### src/rtl/regfile_pkg.sv
// regfile_pkg
// Shared constants and types for the register-file write path.
//   DEF_DATA_W   : default register width
//   DEF_NUM_REGS : default number of Register cells
//   DEF_ADDR_W   : default register index width
//   X0_ADDR      : index of the hard-wired zero register
//   wr_req_t     : one write request (destination index + data)
package regfile_pkg;

    localparam int DEF_DATA_W   = 32;
    localparam int DEF_NUM_REGS = 32;
    localparam int DEF_ADDR_W   = 5;
    localparam int X0_ADDR      = 0;

    typedef struct packed {
        logic [DEF_ADDR_W-1:0] addr;
        logic [DEF_DATA_W-1:0] data;
    } wr_req_t;

endpackage

### src/rtl/regfile_write_arbiter_rr_arbiter.sv
// rr_arbiter
// Purely combinational round-robin arbiter. The search for a winner starts
// one position above the previous winner and wraps around.
// Ports:
//   req  [N]          : request vector
//   en                : grant enable; no grant is produced when low
//   last [clog2(N)]   : index of the previous winner
//   gnt  [N]          : one-hot grant (all-zero when disabled or idle)
module rr_arbiter #(
    parameter int N  = 4,
    parameter int LW = (N > 1) ? $clog2(N) : 1
) (
    input  logic [N-1:0]  req,
    input  logic          en,
    input  logic [LW-1:0] last,
    output logic [N-1:0]  gnt
);

    logic [LW-1:0] w_idx;
    logic          w_found;

    // Walk the requesters starting just above the last winner; first hit wins.
    always_comb begin
        gnt     = '0;
        w_found = 1'b0;
        w_idx   = '0;
        for (int k = 0; k < N; k++) begin
            w_idx = LW'((int'(last) + 1 + k) % N);
            if (en && !w_found && req[w_idx]) begin
                gnt[w_idx] = 1'b1;
                w_found    = 1'b1;
            end else begin
                w_found = w_found;
            end
        end
    end

endmodule

### src/rtl/regfile_write_arbiter.sv
// regfile_write_arbiter
// Shares the single write port of a register file between NUM_REQ
// requesters. A round-robin grant (req_ready) is issued combinationally,
// the winning request is registered on the handshake edge, and in the
// following cycle a one-hot reg_enable plus shared reg_wdata drive the
// Register cells for exactly one cycle. Register x0 is never enabled and
// out-of-range indices are dropped after a normal handshake.
// Optional feature macro: REGFILE_WRITE_ARBITER_BYPASS_EN adds combinational
// forwarding of the in-flight write onto a read port.
// Ports:
//   clock       : rising-edge clock
//   reset       : synchronous, active-low reset
//   req_valid   : per-requester write request
//   req_ready   : one-hot grant, transfer when valid & ready
//   req_addr    : packed destination indices, requester i at [i*ADDR_W +: ADDR_W]
//   req_data    : packed write data, requester i at [i*DATA_W +: DATA_W]
//   hold        : stall, blocks new grants
//   reg_enable  : one-hot r_enable to the Register cells
//   reg_wdata   : shared data_in bus
//   last_grant  : index of the most recently accepted requester
//   busy        : write stage holds a pending write
//   rd_addr     : (bypass) read index
//   rd_reg_data : (bypass) muxed Register data_out
//   rd_data     : (bypass) forwarded read data
module regfile_write_arbiter
    import regfile_pkg::*;
#(
    parameter int NUM_REQ  = 4,
    parameter int NUM_REGS = DEF_NUM_REGS,
    parameter int DATA_W   = DEF_DATA_W,
    parameter int ADDR_W   = DEF_ADDR_W
) (
    input  logic                        clock,
    input  logic                        reset,
    input  logic [NUM_REQ-1:0]          req_valid,
    output logic [NUM_REQ-1:0]          req_ready,
    input  logic [NUM_REQ*ADDR_W-1:0]   req_addr,
    input  logic [NUM_REQ*DATA_W-1:0]   req_data,
    input  logic                        hold,
    output logic [NUM_REGS-1:0]         reg_enable,
    output logic [DATA_W-1:0]           reg_wdata,
    output logic [$clog2(NUM_REQ)-1:0]  last_grant,
    output logic                        busy
`ifdef REGFILE_WRITE_ARBITER_BYPASS_EN
    ,
    input  logic [ADDR_W-1:0]           rd_addr,
    input  logic [DATA_W-1:0]           rd_reg_data,
    output logic [DATA_W-1:0]           rd_data
`endif
);

    localparam int LW = $clog2(NUM_REQ);

    logic [NUM_REQ-1:0]  w_gnt;
    logic                w_arb_en;
    logic                w_hs;
    logic [LW-1:0]       w_win_idx;
    logic [ADDR_W-1:0]   w_win_addr;
    logic [DATA_W-1:0]   w_win_data;
    logic [NUM_REGS-1:0] w_dec;

    logic [NUM_REGS-1:0] r_reg_enable;
    logic [DATA_W-1:0]   r_reg_wdata;
    logic [LW-1:0]       r_last_grant;
    logic                r_busy;

    // Grants are suppressed during reset as well as during a stall.
    assign w_arb_en = reset & ~hold;

    rr_arbiter #(
        .N  (NUM_REQ),
        .LW (LW)
    ) u_rr_arbiter (
        .req  (req_valid),
        .en   (w_arb_en),
        .last (r_last_grant),
        .gnt  (w_gnt)
    );

    assign req_ready = w_gnt;
    // The arbiter only grants valid requesters, so any grant is a handshake.
    assign w_hs      = |w_gnt;

    // Select the index, address and data of the granted requester.
    always_comb begin
        w_win_idx  = '0;
        w_win_addr = '0;
        w_win_data = '0;
        for (int i = 0; i < NUM_REQ; i++) begin
            if (w_gnt[i]) begin
                w_win_idx  = LW'(i);
                w_win_addr = req_addr[i*ADDR_W +: ADDR_W];
                w_win_data = req_data[i*DATA_W +: DATA_W];
            end else begin
                w_win_idx = w_win_idx;
            end
        end
    end

    // One-hot decode of the winner's index; x0 and out-of-range stay silent.
    always_comb begin
        w_dec = '0;
        if ((w_win_addr != ADDR_W'(X0_ADDR)) &&
            ({1'b0, w_win_addr} < (ADDR_W+1)'(NUM_REGS))) begin
            w_dec[w_win_addr] = 1'b1;
        end else begin
            w_dec = '0;
        end
    end

    // Write stage: capture the winner on a handshake, otherwise go idle.
    always_ff @(posedge clock) begin
        if (!reset) begin
            r_reg_enable <= '0;
            r_reg_wdata  <= '0;
            r_last_grant <= '0;
            r_busy       <= 1'b0;
        end else if (w_hs) begin
            r_reg_enable <= w_dec;
            r_reg_wdata  <= w_win_data;
            r_last_grant <= w_win_idx;
            r_busy       <= 1'b1;
        end else begin
            // reg_wdata deliberately keeps its last value.
            r_reg_enable <= '0;
            r_busy       <= 1'b0;
        end
    end

    assign reg_enable = r_reg_enable;
    assign reg_wdata  = r_reg_wdata;
    assign last_grant = r_last_grant;
    assign busy       = r_busy;

`ifdef REGFILE_WRITE_ARBITER_BYPASS_EN
    logic [ADDR_W-1:0] r_addr;

    // Destination of the in-flight write, used only for forwarding.
    always_ff @(posedge clock) begin
        if (!reset) begin
            r_addr <= '0;
        end else if (w_hs) begin
            r_addr <= w_win_addr;
        end else begin
            r_addr <= r_addr;
        end
    end

    // Forward the in-flight write when it really targets the read index.
    always_comb begin
        if (r_busy && (r_reg_enable != '0) && (r_addr == rd_addr) &&
            (rd_addr != ADDR_W'(X0_ADDR))) begin
            rd_data = r_reg_wdata;
        end else begin
            rd_data = rd_reg_data;
        end
    end
`endif

endmodule
### config.mk
export PLATFORM = sky130hd
export DESIGN_NAME = regfile_write_arbiter
export DESIGN_NICKNAME = d
export VERILOG_FILES = /design/src/rtl/regfile_pkg.sv /design/src/rtl/regfile_write_arbiter_rr_arbiter.sv /design/src/rtl/regfile_write_arbiter.sv
export SDC_FILE = /design/constraint.sdc
export NUM_CORES = 1
export LEC_CHECK = 0
export ABC_AREA = 0
export CAP_MARGIN = 20
export CORE_UTILIZATION = 36
export CTS_CLUSTER_SIZE = 10
export DETAILED_ROUTE_END_ITERATION = 12
export PLACE_DENSITY = 0.81
export SLEW_MARGIN = 20
export SYNTH_ARGS = -nofsm -noshare
export SYNTH_HDL_FRONTEND = slang
export SYNTH_SLANG_ARGS = --single-unit
### constraint.sdc
create_clock -name clock -period 4 [get_ports clock]
set_input_delay 0.8 -clock clock [delete_from_list [all_inputs] [get_ports clock]]
set_output_delay 0.8 -clock clock [all_outputs]
set_load 0.1 [all_outputs]
==> flow_summary.toml, run 1 <==
[route]
vias_per_cell = 5.63
wl_um = 13000
drc = 0
wl_per_cell_um = 18.3
vias = 3995
drt-initial-drc-count = 153
drtPass1Iterations = 4
ant_nets = 0

[power_and_ir_drop]
pwr-share-seq = 0.200
p_int_mw = 2.20
switchingPower_mw = 2.49
p_clk_frac = 0.123
ir_drop_mv = 0.530
power_frac_comb = 0.677
power.density_nw_per_um2 = 773
p_sw_frac = 0.531
leakagePower_nw = 2.28

[worst_setup_path]
timing.critical_path.arrival_ns = 2.97
cp_num_buf_inv = 4
end_kind = "output pin"
timing.rr.end = "reg_enable[28]"
timing.critical_path.required_ns = 3.20
cp_max_fo = 16
crit_cells = 9
crit_family = "buffers and inverters"
cp-start-kind = "flop"
cp_cell_sequence = "inv_1, ha_2, mux4_2, nor3b_2, a32oi_1, and2_4, inv_4, buf_4, buf_12"
rr_startpoint = "last_grant[0]"
criticalPathCategory = "flop to output pin"
critPathSlowestCell = "mux4_2"
reg2reg_depth = 11
slowest_delay_ns = 0.50
r2r_slack_ns = 0.34

[min_path]
hp-class = "flop to flop"
min_to = "reg_wdata[11]"
hold_start = "reg_wdata[11]"
hold_depth = 1

[finish]
design_area_um2 = 6070
final_cells = 710
final_cell_mix = "221 x clkdlybuf4s50_1, 65 x dfxtp_1, 53 x nor2_1"
drive_gt1_frac = 0.117
n_fill_cell = 738
area_growth_pct = 78.1
nNetsFinal = 756
diodes = 0
layout_commonest_cell = "clkdlybuf4s50_1"

[synth]
avgSynthCellArea_um2 = 9.27
synth_top_area_cell = "dfxtp_1"
postSynth.asyncResetShare = 0
yosysUniqueCellTypes = 57
synth.top_cells.by_area = "dfxtp_1 39%, a221o_1 9.4%, a221oi_1 8.0%"
yosys_warnings = 0
synth_top_area_frac = 0.393
syn-cell-area_um2 = 3410
synth-edff-count = 0
syn-num-nets = 530
syn_inst = 368
ys_seq_area_frac = 0.393
synth_seq_cells = 67
synth_top_flop_cell = "dfxtp_1"

[timing]
setup_viol = 0
skew_ns = 0.0119
tns_ns = 0
rsz0062_at_grt = "false"
max_freq_ghz = 0.265
fin_crit_ns = 3.77
worstMarginPinSlew_ns = 1.04
fin_crit_sh = 0.943
maxSlewHeadroom = 0.301
slew_violations = 0
hold_slack_ns = 0.494
setup_slack_ns = 0.229
hold_viol = 0

[floorplanning]
ios = 226
design.die.area_um2 = 9870
core_um2 = 9200
initial_core_util = 0.371
die_w_um = 99.3
die_h_um = 99.3
rows = 35

[placement]
dp_cells = 690
port_buffers = 225
hpwl_um = 10000
gp_congestion = 0.943
place_ws_ns = 0.0754
place_area_um2 = 5830

[cts]
path_clk_slew_ns = 0.08
cts-buffers-inserted = 9
cts-root-buf = "clkbuf_8"
cts.sinks = 67
insertion_delay_ns = 0.36
clk_path_buf_depth = 2
cts_tree = "yes"
cts-htree-levels = 3

[grt]
grt_pass1_wl_um = 20200
antenna_found_initial = 0
grt_usage = 0.262
grt_max_degree = 32
grt_overflow = 0
grt_pass1_vias = 4081

[run_status]
status = "finished clean"

[run]
maxCapViolations = 0
==> logic make-up (layout without fill, tap and decap cells) <==
logic type | after synthesis | in the layout | share of synthesized area
other | 1 | 1 | 0.00110
flip-flops | 67 | 67 | 0.393
AND/OR/NAND/NOR | 141 | 141 | 0.206
multiplexers | 12 | 12 | 0.0444
AO/OA/AOI/OAI | 99 | 99 | 0.273
buffers and inverters | 41 | 272 | 0.0572
adder cells (fa/ha/maj) | 7 | 7 | 0.0257
==> layer usage <==
metal,part of all wire,track usage,up-vias,routed length [um]
met4,0.021,0.109,0,277
met3,0.084,0.0618,26,1090
li1,-,-,1885,-
met1,0.39,0.300,1871,5020
met5,0,0,-,0
met2,0.51,0.467,213,6600
==> flip-flops by register name, summed over array words and instances, names as in the netlist <==
name / count
busy: 1
reg_enable: 32
reg_wdata: 32
last_grant: 2
==> cell type report <==
cell class	instances	area [um2]	area share
Tap cell	111	139	0.0229
Multi-Input combinational cell	260	1890	0.311
Timing Repair Buffer	246	2450	0.403
Clock inverter	7	77.6	0.0128
Inverter	10	47.5	0.00783
Clock buffer	9	124	0.0204
Sequential cell	67	1350	0.222
==> metrics by stage <==
stage          utilization  power, mW
2_1_floorplan            -       3.26
3_3_place_gp         0.634       4.03
3_5_place_dp         0.634       4.09
4_1_cts              0.657       4.67
5_1_grt              0.660       4.92
6_report             0.660       4.69
==> power groups by stage <==
stage	Combinational (mW)	Clock [mW]	Sequential, mW
final	3.18	0.577	0.940
after global routing	3.35	0.612	0.956
after CTS	3.16	0.578	0.936
after detailed placement	3.14	0	0.946
after global placement	3.09	0	0.945
after floorplan	1.30	0	1.96
==> cells in the mapped netlist (all sizes together), types with 2 or more instances <==
cell type  count
a32oi          6
a31oi          8
inv            9
nor2          55
nor4b          2
clkbuf        16
o221ai         2
o22ai          3
nand2b         2
o21ai          2
a21o           3
nor3b          2
or2            2
mux2           5
nand3          2
and3           4
ha             7
buf           15
mux4           2
nor2b          2
dfxtp         67
nand2         10
nand3b         2
o32ai          2
a221o         32
and2           5
a221oi        33
nor3          48
mux2i          5
a21oi          3
==> worst max-delay path by stage <==
stage                  start        endpoint  slack, ns
3_5_place_dp           reset  reg_enable[29]       0.08
5_1_grt        last_grant[0]    req_ready[2]       0.06
6_report       last_grant[0]    req_ready[2]       0.23
4_1_cts        last_grant[0]    req_ready[2]       0.08
3_3_place_gp    req_valid[2]   reg_enable[4]       0.17
2_1_floorplan  last_grant[0]    req_ready[1]       0.01
==> what timing repair did <==
| item | 4_1_cts | 5_1_grt |
|---|---|---|
| hold buffers | 0 | 0 |
| buffers inserted | 1 | 3 |
| gates resized for setup | 0 | 3 |
| pin swaps | 1 | 1 |
| endpoints found under the setup margin | 1 | 29 |
Note: power is estimated with default switching activity, not from simulation.
==> inputs of run 2 (changes only) <==
--- a/config.mk
+++ b/config.mk
@@ -7,10 +7,13 @@
 export LEC_CHECK = 0
 export ABC_AREA = 0
 export CAP_MARGIN = 20
-export CORE_UTILIZATION = 36
+export CELL_PAD_IN_SITES_DETAIL_PLACEMENT = 1
+export CELL_PAD_IN_SITES_GLOBAL_PLACEMENT = 2
+export CORE_MARGIN = 4
+export CORE_UTILIZATION = 19
 export CTS_CLUSTER_SIZE = 10
 export DETAILED_ROUTE_END_ITERATION = 12
-export PLACE_DENSITY = 0.81
+export PLACE_DENSITY_LB_ADDON = 0.1
 export SLEW_MARGIN = 20
 export SYNTH_ARGS = -nofsm -noshare
 export SYNTH_HDL_FRONTEND = slang
==> constraint.sdc (replaced) <==
create_clock -name clock -period 4 [get_ports clock]
set_input_delay 0.8 -clock clock [delete_from_list [all_inputs] [get_ports clock]]
set_output_delay 0.8 -clock clock [all_outputs]
set_load 0.005 [all_outputs]
==> flow_summary.toml, run 2 (synthesis gave the netlist of run 1 again) <==
[run_status]
status = "finished clean"

[route]
vias = 3890
dr_wl_met2_um = 7920
wl_per_cell_um = 19.8
top_layer = "met5"
vias_per_cell = 4.73
drc = 0
routed-wl-met3_um = 1500
drt-initial-drc-count = 89
wl_um = 16300
wl_met1_um = 6320
drtPass1Iterations = 4
ant_nets = 0

[floorplanning]
die_w_um = 142
ios = 226
initial_core_util = 0.196
die_h_um = 142
core_um2 = 17400
design.die.area_um2 = 20200
rows = 48

[cts]
cts_tree = "yes"
cts.sinks = 67
cts-root-buf = "clkbuf_16"
cts-buffers-inserted = 9
clk_path_buf_depth = 2
insertion_delay_ns = 0.33
path_clk_slew_ns = 0.05
cts-hold-fix-buffers = 0
cts-htree-levels = 3

[worst_setup_path]
worstSetupEndpoint = "req_ready[0]"
crit_cells = 7
cp_max_fo = 6
timing.critical_path.arrival_ns = 3.04
reg2reg_depth = 12
critPathSlowestCell = "clkdlybuf4s50_1"
cp-start-kind = "input pin"
timing.rr.end = "reg_enable[4]"
crit_path_frequent_cell = "clkdlybuf4s50_1"
slowest_delay_ns = 0.52
rr_startpoint = "last_grant[1]"
end_kind = "output pin"
timing.critical_path.required_ns = 3.20
cp_num_buf_inv = 3
cp_cell_sequence = "clkdlybuf4s50_1, mux2i_1, mux2_2, nand2_1, o221a_2, inv_1, clkdlybuf4s50_1"
criticalPathCategory = "input pin to output pin"
startpoint = "req_valid[3]"
r2r_slack_ns = 0.45
crit_family = "buffers and inverters"

[timing]
setup_viol = 0
hold_viol = 0
fin_crit_sh = 0.959
rsz0062_at_grt = "false"
slew_violations = 0
max_freq_ghz = 0.261
tns_ns = 0
fin_crit_ns = 3.84
skew_ns = 0.00861

[grt]
grt_max_degree = 34
grt_pass1_vias = 4370
grt_overflow = 0
grt_usage = 0.160
antenna_found_initial = 1
grt_pass1_wl_um = 24900

[power_and_ir_drop]
power.density_nw_per_um2 = 618
ir_drop_mv = 0.208
leakagePower_nw = 2.32

[finish]
multi_input_area_um2 = 1890
area.sequential_um2 = 1340
fin_util = 0.361
n_fill_cell = 1966
final_cell_mix = "224 x clkdlybuf4s50_1, 66 x dfxtp_1, 53 x nor2_1"
layout_commonest_cell = "clkdlybuf4s50_1"
final_cells = 822
area_growth_pct = 84.2
drive_gt1_frac = 0.0990
nNetsFinal = 753
design_area_um2 = 6280

[run]
maxCapViolations = 0

[placement]
port_buffers = 225
dp_cells = 805
gp_congestion = 0.864
hpwl_um = 13200
place_area_um2 = 5950

[min_path]
hp-class = "flop to flop"
-- run 2: cell types whose count changed in the layout (fill, tap and decap cells not counted), sizes merged --
cell / change
clkbuf: +3
bufinv: +1
buf: -7
clkinvlp: -1
clkdlybuf4s50: +3
diode: +1
dlygate4sd2: +1
clkinv: -3
-- run 2: area by class of cell --
| cell class | instances | area share |
|---|---|---|
| clock inverters | 4 | 0.0115 |
| repair buffers | 243 | 0.382 |
| flip-flops and latches | 67 | 0.214 |
| clock buffers | 12 | 0.0408 |
| multi-input cells | 260 | 0.301 |
| inverters | 10 | 0.00637 |
| diodes | 1 | 0.000398 |
| well taps | 225 | 0.0448 |
-- run 2: per-stage QoR --
stage	power (mW)	hold slack (ns)	worst slack, ns
after detailed placement	3.04	0.472	0.0824
after floorplan	2.15	0.479	0.464
final	3.88	0.489	0.162
after global placement	3.02	0.467	0.180
after global routing	4.17	0.505	0.0151
after CTS	3.94	0.493	0.00319
-- run 2: worst min path at each step --
stage,start,to,depth (start not counted)
6_report,reg_wdata[1],reg_wdata[1],1
5_1_grt,reg_wdata[20],reg_wdata[20],1
4_1_cts,reg_wdata[8],reg_wdata[8],1
3_5_place_dp,reg_wdata[22],reg_wdata[22],1
3_3_place_gp,reg_wdata[27],reg_wdata[27],1
2_1_floorplan,reg_wdata[10],reg_wdata[10],1
-- run 2: per-layer routing --
metal | up-vias | GRT usage
met1 | 1828 | 0.175
met3 | 29 | 0.0662
li1 | 1876 | -
met2 | 155 | 0.275
met5 | - | 0
met4 | 2 | 0.0626
-- run 2: power by group --
| group | total, mW | internal [mW] | switching, mW |
|---|---|---|---|
| combinational | 2.09 | 1.04 | 1.04 |
| sequential | 0.918 | 0.834 | 0.0842 |
| clock | 0.879 | 0.579 | 0.300 |
-- run 2: worst register-to-register path: cells and delay by family, from the launching register on --
kind            cells  cell delay, ns
fa+ha+maj           1            0.42
simple gates        2            0.17
compound gates      4            1.39
buf+inv             3            0.48
mux                 2            0.62
flops               1            0.40
-- run 2: repair_timing --
action | CTS | global route
setup buffers | 0 | 0
pin swaps | 1 | 0
setup endpoints to repair | 2 | 3
resized for setup | 1 | 2
